File: config.mk
export PLATFORM = sky130hd
export DESIGN_NAME = mem_port_arbiter
export DESIGN_NICKNAME = d
export VERILOG_FILES = /design/src/rtl/mem_port_arbiter.sv
export SDC_FILE = /design/constraint.sdc
export NUM_CORES = 1
export LEC_CHECK = 0
export CORE_MARGIN = 2
export CORE_UTILIZATION = 40
export CTS_CLUSTER_DIAMETER = 120
export CTS_CLUSTER_SIZE = 30
export DETAILED_ROUTE_END_ITERATION = 12
export PLACE_DENSITY = 0.83
export SLEW_MARGIN = 15
export SYNTH_ARGS = -nofsm -noshare
export SYNTH_HDL_FRONTEND = slang
export SYNTH_SLANG_ARGS = --single-unit
File: constraint.sdc
create_clock -name clk -period 1.98 [get_ports clk]
set_clock_uncertainty 0.1 [all_clocks]
set_input_delay 0.198 -clock clk [delete_from_list [all_inputs] [get_ports clk]]
set_output_delay 0.198 -clock clk [all_outputs]
set_load 0.1 [all_outputs]
File: src/rtl/mem_port_arbiter.sv
// mem_port_arbiter: shares one memory bus between instruction fetch and the
// MEM-stage load/store unit. Each access is sequenced IDLE -> BUS -> DONE.
// Data accesses normally win, but fetch is guaranteed a slot after a run of
// STARVE_MAX data grants. Bus waits are bounded by WAIT_MAX cycles.
module mem_port_arbiter #(
    parameter int ADDR_W     = 32,
    parameter int DATA_W     = 32,
    parameter int STARVE_MAX = 4,
    parameter int WAIT_MAX   = 16
) (
    input  logic              clk,
    input  logic              rst,
    input  logic              if_req,
    input  logic [ADDR_W-1:0] if_addr,
    output logic [DATA_W-1:0] if_rdata,
    output logic              if_done,
    input  logic              mem_r_ena,
    input  logic              mem_w_ena,
    input  logic [ADDR_W-1:0] mem_addr,
    input  logic [DATA_W-1:0] mem_wdata,
    output logic [DATA_W-1:0] mem_rdata,
    output logic              mem_done,
    output logic              stall_o,
    output logic              err_o,
    output logic              bus_req,
    output logic              bus_we,
    output logic [ADDR_W-1:0] bus_addr,
    output logic [DATA_W-1:0] bus_wdata,
    input  logic [DATA_W-1:0] bus_rdata,
    input  logic              bus_ack
);

    typedef enum logic [1:0] {IDLE, BUS, DONE} state_t;
    typedef enum logic {FETCH, DATA} owner_t;

    localparam logic [3:0] STREAK_MAX = 4'(STARVE_MAX);
    localparam logic [7:0] WAIT_LAST  = 8'(WAIT_MAX - 1);

    state_t            state_q;
    owner_t            owner_q;
    logic [3:0]        streak_q;
    logic [3:0]        streak_d;
    logic [7:0]        wait_q;
    logic [DATA_W-1:0] if_rdata_q;
    logic [DATA_W-1:0] mem_rdata_q;
    logic              if_done_q;
    logic              mem_done_q;
    logic              err_q;
    logic              bus_req_q;
    logic              bus_we_q;
    logic [ADDR_W-1:0] bus_addr_q;
    logic [DATA_W-1:0] bus_wdata_q;

    logic dataReq;
    logic grantFetch;

    // Grant decision and next starvation streak for a grant made this cycle
    always_comb begin
        dataReq    = mem_r_ena | mem_w_ena;
        grantFetch = if_req & (~dataReq | (streak_q == STREAK_MAX));
        streak_d   = streak_q;
        if (grantFetch) begin
            streak_d = 4'd0;
        end else if (dataReq) begin
            if (if_req) begin
                if (streak_q < STREAK_MAX) begin
                    streak_d = streak_q + 4'd1;
                end
            end else begin
                streak_d = 4'd0;
            end
        end
    end

    // Access sequencer: grant in IDLE, hold the bus in BUS, pulse done in DONE
    always_ff @(posedge clk) begin
        if (rst) begin
            state_q     <= IDLE;
            owner_q     <= FETCH;
            streak_q    <= 4'd0;
            wait_q      <= 8'd0;
            if_rdata_q  <= '0;
            mem_rdata_q <= '0;
            if_done_q   <= 1'b0;
            mem_done_q  <= 1'b0;
            err_q       <= 1'b0;
            bus_req_q   <= 1'b0;
            bus_we_q    <= 1'b0;
            bus_addr_q  <= '0;
            bus_wdata_q <= '0;
        end else begin
            if_done_q  <= 1'b0;
            mem_done_q <= 1'b0;
            err_q      <= 1'b0;
            case (state_q)
                IDLE: begin
                    if (if_req | dataReq) begin
                        state_q   <= BUS;
                        bus_req_q <= 1'b1;
                        wait_q    <= 8'd0;
                        streak_q  <= streak_d;
                        if (grantFetch) begin
                            owner_q     <= FETCH;
                            bus_we_q    <= 1'b0;
                            bus_addr_q  <= if_addr;
                            bus_wdata_q <= '0;
                        end else begin
                            owner_q     <= DATA;
                            bus_we_q    <= mem_w_ena;
                            bus_addr_q  <= mem_addr;
                            bus_wdata_q <= mem_wdata;
                        end
                    end
                end
                BUS: begin
                    if (bus_ack || (wait_q == WAIT_LAST)) begin
                        state_q   <= DONE;
                        bus_req_q <= 1'b0;
                        wait_q    <= 8'd0;
                        if (owner_q == FETCH) begin
                            if_done_q <= 1'b1;
                        end else begin
                            mem_done_q <= 1'b1;
                        end
                        if (bus_ack) begin
                            if (!bus_we_q) begin
                                if (owner_q == FETCH) begin
                                    if_rdata_q <= bus_rdata;
                                end else begin
                                    mem_rdata_q <= bus_rdata;
                                end
                            end
                        end else begin
                            err_q <= 1'b1;
                            if (owner_q == FETCH) begin
                                if_rdata_q <= '0;
                            end else begin
                                mem_rdata_q <= '0;
                            end
                        end
                    end else begin
                        wait_q <= wait_q + 8'd1;
                    end
                end
                DONE: begin
                    state_q <= IDLE;
                end
                default: begin
                    state_q <= IDLE;
                end
            endcase
        end
    end

    assign if_rdata  = if_rdata_q;
    assign if_done   = if_done_q;
    assign mem_rdata = mem_rdata_q;
    assign mem_done  = mem_done_q;
    assign err_o     = err_q;
    assign bus_req   = bus_req_q;
    assign bus_we    = bus_we_q;
    assign bus_addr  = bus_addr_q;
    assign bus_wdata = bus_wdata_q;
    assign stall_o   = dataReq & ~mem_done_q;

endmodule

==> flow_summary.yaml <==
sta:
  final.setup.tns_ns: 0
  worstMarginPinSlew_ns: 0.482
  hold_violations: 0
  rsz0062_at_grt: "no"
  max_freq_mhz: 528
  min_period_over_period: 0.957
  report.final.slew_viol_count: 0
  hold_ws_ns: 0.225
  slew_headroom: 0.675
  final.min_clock_period_ns: 1.89
  final-setup-viol-count: 0
drt:
  wl_um: 16600
  ant_nets: 0
  via_per_inst: 5.50
  drtPass1Iterations: 6
  drt_iter0_drc: 389
  via_count: 5311
  routedWlPerCell_um: 17.2
  drc_errors: 0
hold_path:
  hp-class: "in -> reg"
  holdPathStages: 3
finish:
  fin_util: 0.662
  antenna_cells: 0
  layout_common_cells: "buf_4, dfxtp_1, clkdlybuf4s50_1, nor3_1, a32o_1"
  final_nets: 914
  fillers: 1016
  layout_commonest_cell: "buf_4"
  area_growth_pct: 62.8
  layout-drive-gt1-share: 0.268
clocking:
  root_buffer: "clkbuf_16"
  cts_tree: "yes"
  clk_latency_ns: 0.42
  numCtsBuffers: 17
  clockBufferDepth: 2
  cts_htree_levels: 4
  path_clk_slew_ns: 0.06
  hold_buffers: 0
  clock-sinks: 148
floorplan:
  coreArea_um2: 13100
  num_io_pins: 268
  start_util: 0.407
  fp.dieW_um: 120
  fp-row-count: 42
  die_h_um: 120
  die-area_um2: 14300
global_route:
  antenna_found_initial: 0
  grt_pass1_wl_um: 25800
  grt_overflow: 0
  grt_pass1_vias: 5293
  grt_max_degree: 65
  track_usage: 0.227
yosys:
  synth_top_area_cell: "dfxtp_1"
  ys_top_cells_by_area: "dfxtp_1, a32o_1, nor3_1, a22o_1, nor4_1"
  ys_seq_area_frac: 0.554
  ys_ff_latch: 148
  postSynthNetCount: 646
  synth_cell_type_count: 42
  postSynthAreaPerCell_um2: 10.5
  synth_edf_count: 0
  synthMuxAreaShare: 0.00187
  syn_inst: 509
  synth-main-ff-cell: "dfxtp_1"
  synth_top_area_share: 0.554
  yosysWarnings: 0
  synth-async-reset-ratio: 0
  synthSimpleGateAreaFrac: 0.168
  synth_top_family_by_area: "compound AO/OA/AOI/OAI gates"
  syn_area_um2: 5350
  synth_fa_ha_area_frac: 0.00702
  synth_compound_area_frac: 0.209
  synth_xor_area_frac: 0.00655
status:
  status: "finished, final reports clean"
setup_path:
  cp.arrival_ns: 2.10
  required_ns: 2.18
  crit_type: "reg -> reg"
  r2r.worst_path.cells: 5
  critPathLaunchType: "flip-flop"
  path_max_fanout: 32
  worst_setup_path_end_kind: "flip-flop"
placed_design:
  gp_congestion: 0.815
  hpwl_um: 11500
  numPortBuffers: 267
pwr:
  peakVddDrop_mv: 0.607
  p_per_area_nw_per_um2: 1100
  leakage_nw: 3.57
job:
  maxCapViolCount: 0
## cell families (layout without fill, tap and decap cells)
kind of cell	count (synthesis)	count (layout)
flip-flops	148	148
multiplexers	1	1
XOR/XNOR	4	4
buffers and inverters	54	334
AO/OA/AOI/OAI	123	123
adder cells (fa/ha/maj)	3	3
AND/OR/NAND/NOR	176	177
## cells in the mapped netlist, drive strengths merged (2+ instances only)
master / instances
a21oi: 8
a22o: 33
a32o: 64
and3: 2
buf: 26
clkbuf: 22
dfxtp: 148
ha: 3
inv: 6
nand2: 6
nand2b: 2
nand3: 3
nor2: 48
nor3: 68
nor4: 36
o2111ai: 2
o21a: 2
o21ai: 6
o31ai: 3
or3: 3
or4: 2
xnor2: 4
## cell type report
type                       instances  area (um2)  share of cell area
sequential                       148        2960               0.341
clock inverter                    13         230              0.0265
tap                              176         220              0.0253
timing repair buffer             296        2670               0.307
clock buffer                      19         443              0.0509
multi-input combinational        308        2150               0.247
inverter                           6        22.5             0.00259
## critical path, cell delays in order (launching register included)
cell     delay (ns)
dfxtp_1        0.35
or4_4          0.55
o31ai_4        0.23
a21oi_2        0.11
buf_12         0.18
a32o_1         0.24
## metrics by stage
step | cell area (um2) | worst slack (ns) | power (mW) | std cells
after global placement | 7950 | -0.310 | 5.91 | 931
after floorplan | 5350 | 0.0883 | 5.20 | 509
after detailed placement | 7950 | -0.463 | 5.96 | 931
final | 8700 | 0.0851 | 9.54 | 966
after CTS | 8680 | 0.00296 | 9.61 | 966
after global routing | 8700 | 0.0330 | 9.84 | 966
## state kept, by name, indices dropped and copies added (netlist names)
signal,flops
owner_q,1
state_q,2
bus_we,1
mem_done,1
bus_req,1
bus_wdata,32
wait_q,8
err_o,1
mem_rdata,32
streak_q,4
if_done,1
bus_addr,32
if_rdata,32
## per-layer routing
layer	global-route usage	vias to the layer above	wire [um]
met5	0	-	0
met4	0.102	0	401
met3	0.0589	36	1160
met2	0.399	249	8330
met1	0.258	2525	6700
li1	-	2501	-
## where the power goes
part / switching (mW) / internal [mW]
combinational: 1.91 / 0.724
clock: 1.22 / 2.39
sequential: 0.115 / 3.18
total: 3.25 / 6.30
## worst paths after layout
check	from	to	slack [ns]
hold / removal	rst	wait_q[1]	0.23
setup / recovery	wait_q[7]	mem_rdata[10]	0.09
hold reg to reg	mem_rdata[30]	mem_rdata[30]	0.36
setup reg to reg	wait_q[7]	mem_rdata[10]	0.09
## repair_timing
action,in CTS,in global routing
pin swaps,2,0
setup buffers,2,0
resized for setup,2,5
endpoints found under the hold margin,0,0
gates cloned,1,0
endpoints found under the setup margin,34,25
Power figures use the tool's default switching activity.
